File: src/rtl/int_denorm_if.sv
// Request/response bundle for the multi-cycle denormalizing right shifter.
interface int_denorm_if #(
  parameter int unsigned WIDTH = 64
);
  localparam int unsigned SHW = $clog2(WIDTH);

  logic             InValid;
  logic             InReady;
  logic [WIDTH-1:0] X;
  logic [SHW-1:0]   Shamt;
  logic             Signed;
  logic             OutValid;
  logic             OutReady;
  logic [WIDTH-1:0] Y;
  logic             Sticky;
  logic             Busy;

  modport master (
    output InValid, X, Shamt, Signed, OutReady,
    input  InReady, OutValid, Y, Sticky, Busy
  );

  modport slave (
    input  InValid, X, Shamt, Signed, OutReady,
    output InReady, OutValid, Y, Sticky, Busy
  );
endinterface

File: src/rtl/int_denorm.sv
// Replays an LZD count as a right shift of up to STEP bits per cycle, collecting
// a sticky bit of everything shifted out; one request in flight at a time.
module int_denorm #(
  parameter int unsigned WIDTH = 64,
  parameter int unsigned STEP  = 8
) (
  input  logic       clk,
  input  logic       reset,
  int_denorm_if.slave io
);
  localparam int unsigned SHW = $clog2(WIDTH);
  // STEP may equal WIDTH, which needs one bit more than the shift amount
  localparam logic [SHW:0] STEP_W = (SHW+1)'(STEP);

  typedef enum logic [1:0] {IDLE, SHIFT, DONE} state_t;

  state_t           state, state_nxt;
  logic [WIDTH-1:0] acc, acc_nxt;
  logic [SHW-1:0]   rem, rem_nxt;
  logic [SHW-1:0]   s;
  logic             fill, fill_nxt;
  logic             sticky, sticky_nxt;
  logic             in_ready, out_valid, busy;
  logic [WIDTH-1:0] shifted;
  logic [WIDTH-1:0] mask;

  // Next-state and datapath update
  always_comb begin
    state_nxt  = state;
    acc_nxt    = acc;
    rem_nxt    = rem;
    fill_nxt   = fill;
    sticky_nxt = sticky;
    s          = ({1'b0, rem} < STEP_W) ? rem : SHW'(STEP);
    shifted    = WIDTH'({{WIDTH{fill}}, acc} >> s);
    mask       = (WIDTH'(1) << s) - WIDTH'(1);
    case (state)
      IDLE: begin
        if (io.InValid) begin
          acc_nxt    = io.X;
          rem_nxt    = io.Shamt;
          fill_nxt   = io.Signed & io.X[WIDTH-1];
          sticky_nxt = 1'b0;
          state_nxt  = (io.Shamt == '0) ? DONE : SHIFT;
        end
      end
      SHIFT: begin
        acc_nxt    = shifted;
        sticky_nxt = sticky | (|(acc & mask));
        rem_nxt    = rem - s;
        if (rem_nxt == '0) state_nxt = DONE;
      end
      DONE: begin
        if (io.OutReady) state_nxt = IDLE;
      end
      default: state_nxt = IDLE;
    endcase
  end

  // State, datapath and handshake flags; flags follow the next state so they are registered
  always_ff @(posedge clk) begin
    if (reset) begin
      state     <= IDLE;
      acc       <= '0;
      rem       <= '0;
      fill      <= 1'b0;
      sticky    <= 1'b0;
      in_ready  <= 1'b1;
      out_valid <= 1'b0;
      busy      <= 1'b0;
    end else begin
      state     <= state_nxt;
      acc       <= acc_nxt;
      rem       <= rem_nxt;
      fill      <= fill_nxt;
      sticky    <= sticky_nxt;
      in_ready  <= (state_nxt == IDLE);
      out_valid <= (state_nxt == DONE);
      busy      <= (state_nxt != IDLE);
    end
  end

  assign io.InReady  = in_ready;
  assign io.OutValid = out_valid;
  assign io.Busy     = busy;
  assign io.Y        = acc;
  assign io.Sticky   = sticky;
endmodule

File: src/flat_wrapper.sv
// flat-port wrapper written by rule: the top's interface ports become plain ports
module int_denorm_flat 
#(
  parameter int unsigned WIDTH = 64,
  parameter int unsigned STEP  = 8
)
  (clk, reset, io_InValid, io_X, io_Shamt, io_Signed, io_OutReady, io_InReady, io_OutValid, io_Y, io_Sticky, io_Busy);
  int_denorm_if #(.WIDTH(WIDTH)) io_i ();
  input  logic clk;
  input  logic reset;
  input wire logic [$bits(io_i.InValid)-1:0] io_InValid;
  input wire logic [$bits(io_i.X)-1:0] io_X;
  input wire logic [$bits(io_i.Shamt)-1:0] io_Shamt;
  input wire logic [$bits(io_i.Signed)-1:0] io_Signed;
  input wire logic [$bits(io_i.OutReady)-1:0] io_OutReady;
  output wire logic [$bits(io_i.InReady)-1:0] io_InReady;
  output wire logic [$bits(io_i.OutValid)-1:0] io_OutValid;
  output wire logic [$bits(io_i.Y)-1:0] io_Y;
  output wire logic [$bits(io_i.Sticky)-1:0] io_Sticky;
  output wire logic [$bits(io_i.Busy)-1:0] io_Busy;
  assign io_i.InValid = io_InValid;
  assign io_i.X = io_X;
  assign io_i.Shamt = io_Shamt;
  assign io_i.Signed = io_Signed;
  assign io_i.OutReady = io_OutReady;
  assign io_InReady = io_i.InReady;
  assign io_OutValid = io_i.OutValid;
  assign io_Y = io_i.Y;
  assign io_Sticky = io_i.Sticky;
  assign io_Busy = io_i.Busy;
  int_denorm #(.WIDTH(WIDTH), .STEP(STEP)) u_core (.clk(clk), .reset(reset), .io(io_i));
endmodule
File: config.mk
export PLATFORM = sky130hd
export DESIGN_NAME = int_denorm_flat
export DESIGN_NICKNAME = d
export VERILOG_FILES = /design/src/rtl/int_denorm_if.sv /design/src/rtl/int_denorm.sv /design/src/flat_wrapper.sv
export SDC_FILE = /design/constraint.sdc
export NUM_CORES = 1
export LEC_CHECK = 0
export CAP_MARGIN = 20
export CORE_ASPECT_RATIO = 1.25
export CORE_MARGIN = 1
export CORE_UTILIZATION = 45
export CTS_CLUSTER_DIAMETER = 50
export DETAILED_ROUTE_END_ITERATION = 6
export HOLD_SLACK_MARGIN = 0.15
export PLACE_DENSITY = 0.73
export SLEW_MARGIN = 30
export SYNTH_ARGS = -nofsm -noshare
export SYNTH_HDL_FRONTEND = slang
export SYNTH_SLANG_ARGS = --single-unit
File: constraint.sdc
create_clock -name clk -period 8.1 [get_ports clk]
set_input_delay 1.215 -clock clk [delete_from_list [all_inputs] [get_ports clk]]
set_output_delay 1.215 -clock clk [all_outputs]
set_load 0.1 [all_outputs]
==> run summary <==
Status = finished clean
Routability Congestion = 0.875
Worst Hold Depth = 2
CTS tree = done
R2r worst-path depth = 5
Final Critical Period = 3510 ps
Max-Cap Viols = 0
Initial Util = 46.2%
Slew Viols, Final = 0
Fin crit share = 43.4%
# DRC = 0
Lkg Pwr = 2.98 nW
Reg clk slew, reported paths = 60 ps
Commonest non-fill, non-tap cells in the layout = clkdlybuf4s50_1 (141), nand2_1 (135), mux2i_1 (113)
DRT Pass-1 Iters = 6
Antenna violations before repair = 0
Yosys reg bits = 77
Fraction of layout cells with a size suffix above 1 = 6.82%
Nets = 1011
CTS H-tree depth = 3
Final hold vios = 0
WP data required = 8370 ps
Routed via count = 7360
I/O Buffers = 142
Post-CTS Resized = 0
Die area = 14700 sq um
Global-route wire length before repair = 36500 um
RSZ-0062 raised after global routing = false
Largest net degree at the start of global routing = 79
Worst Setup Path Type = in -> reg
Routed Antenna Nets = 0
Final Setup Violations = 0
Power density cells = 234 nW/um^2
Fmax = 285 MHz
Routed len/inst = 20.7 um
Clock Path Buffers = 2
Max VDD drop = 135 uV
Unique masters post-synth = 67
Ys flop type = dfxtp_1
Core area = 13800 sq um
RR Startpoint = u_core.rem[0]
Async set-reset flop share out of synthesis = 0%
Hold WC Path Type = reg -> reg
Mapped Nets = 924
Die X = 109 um
DP Area = 7800 sq um
Vias in the first global route = 6642
Detailed Route Iter0 Violations = 771
Tot GR Track Use = 31.6%
Post-route cell area = 8070 sq um
Sequential cell area fraction in the yosys report = 24.1%
Dpl hpwl = 15300 um
Hold EP = u_core.io.Y[1]
Worst slew pin tran = 984 ps
CTS Sinks = 77
R2R Setup Slk = 5040 ps
Hold_buf cts = 0
TritonCTS Buffers = 9
Root buf cell = clkbuf_16
Commonest non-fill, non-tap cell in the layout = clkdlybuf4s50_1
Final wirelength = 23100 um
Clock Latency Late Sink = 350 ps
Worst R2R End = u_core.io.Y[8]
Area grow syn2layout = 26.4%
Post-layout power = 0.00189 W
Via/cell ratio = 6.61
Layout Skew = 8.71 ps
Worst Path Arrival = 3780 ps
Mapped Area = 6390 sq um
Worst hold start = u_core.io.Y[1]
Worst-path maximum fanout = 40
Synth warn = 0
Cells after Synth = 847
Post-synth EDFFs = 0
Total grt overflow = 0
Worst setup EP type = flop
CP Launch Type = primary input
Die Y = 135 um
Diodes inserted = 0
Fillers = 1294
Rows = 48
Final TNS setup = 0 ps
Syn_area_per_cell = 7.54 sq um
Worst slew margin = 34.2%
Post-CTS setup repair buffer count = 0
Ports = 143
[power by group]
part	leakage [nW]	switching, W	internal (W)
logic	2.20	0.000669	0.000298
registers	0.637	0.000106	0.000430
clock network	0.136	0.000168	0.000215
[cells in the mapped netlist (all sizes together) (2+ instances only)]
| cell type | number | area, sq um |
|---|---|---|
| o21ai | 55 | 275 |
| a211o | 2 | 17.5 |
| nor2 | 30 | 113 |
| or3 | 3 | 18.8 |
| a22oi | 3 | 22.5 |
| a21o | 2 | 15.0 |
| mux2i | 114 | 1150 |
| nand4 | 4 | 25.0 |
| nor4b | 3 | 47.5 |
| nor4 | 18 | 146 |
| a221o | 8 | 80.1 |
| buf | 38 | 206 |
| ha | 2 | 25.0 |
| or4b | 2 | 20.0 |
| a221oi | 16 | 146 |
| a2111oi | 4 | 41.3 |
| dfxtp | 77 | 1540 |
| nand2b | 9 | 56.3 |
| inv | 12 | 45.0 |
| a21oi | 41 | 205 |
| nand3b | 2 | 15.0 |
| clkbuf | 45 | 169 |
| nor2b | 8 | 50.1 |
| and3 | 11 | 68.8 |
| o311ai | 2 | 17.5 |
| o22ai | 43 | 269 |
| o211ai | 10 | 75.1 |
| o221ai | 3 | 26.3 |
| o31ai | 5 | 37.5 |
| a211oi | 11 | 82.6 |
| nand2 | 136 | 510 |
| a2bb2oi | 2 | 17.5 |
| a32o | 3 | 30.0 |
| a311oi | 10 | 87.6 |
| nand3 | 27 | 135 |
| nor3 | 37 | 200 |
| mux2 | 9 | 101 |
| clkinv | 2 | 7.51 |
| nor3b | 3 | 22.5 |
| a31oi | 20 | 125 |
[routing by layer]
metal	up-vias	track usage [%]	wire (um)
li1	3373	-	-
met1	3527	42.9	9470
met2	399	51.0	11100
met3	61	3.13	1810
met4	0	13.0	699
met5	-	0	0
[worst max-delay path, cell delays in order]
cell and delay [ps]:
clkdlybuf4s50_1 570, nor2b_4 700, buf_4 590, nand2_1 110, a311oi_1 280, o211ai_1 130, a31oi_1 170
[logic make-up after synthesis]
kind of cell	count (synthesis)	synth area share, %
adder cells (fa/ha/maj)	2	0.392
XOR/XNOR	1	0.137
buffers and inverters	97	6.70
other	1	0.0587
AO/OA/AOI/OAI	248	25.7
flip-flops	77	24.1
multiplexers	124	20.0
AND/OR/NAND/NOR	297	22.8
[metrics by stage]
stage / instances / utilization (%) / setup WS [ps] / hold WS, ps
finish: 1114 / 58.4 / 4590 / 556
global route: 1114 / 58.4 / 4430 / 589
CTS: 1114 / 58.4 / 4600 / 551
detailed placement: 1098 / 56.5 / 4270 / 541
global placement: 1098 / 56.5 / 4320 / 535
floorplan: 847 / - / 5560 / 494
[sequential cells by signal, summed over array words and instances, names as in the netlist]
register	cells
u_core.io.OutValid	1
u_core.io.InReady	1
u_core.fill	1
u_core.state	2
u_core.io.Busy	1
u_core.rem	6
u_core.io.Y	64
u_core.io.Sticky	1
[area by class of cell]
class                   instances  area (sq um)  area share [%]
multi-input cells             673          4440            55.1
well taps                     175           219            2.71
repair buffers                159          1540            19.1
clock inverters                 4          23.8           0.295
clock buffers                  12           246            3.05
flip-flops and latches         77          1540            19.1
inverters                      14          52.6           0.651
[worst max path at each step]
stage               depth (start not counted)     startpoint               to  slack, ps
floorplan                                  11  u_core.rem[3]  u_core.state[0]       5560
detailed placement                          7     io_InValid  u_core.io.Y[46]       4270
global placement                            7     io_InValid  u_core.io.Y[46]       4320
CTS                                         7     io_InValid  u_core.io.Y[46]       4600
finish                                      7     io_InValid  u_core.io.Y[46]       4590
global route                                6     io_InValid  u_core.io.Y[54]       4430
(Power assumes the default switching activity.)
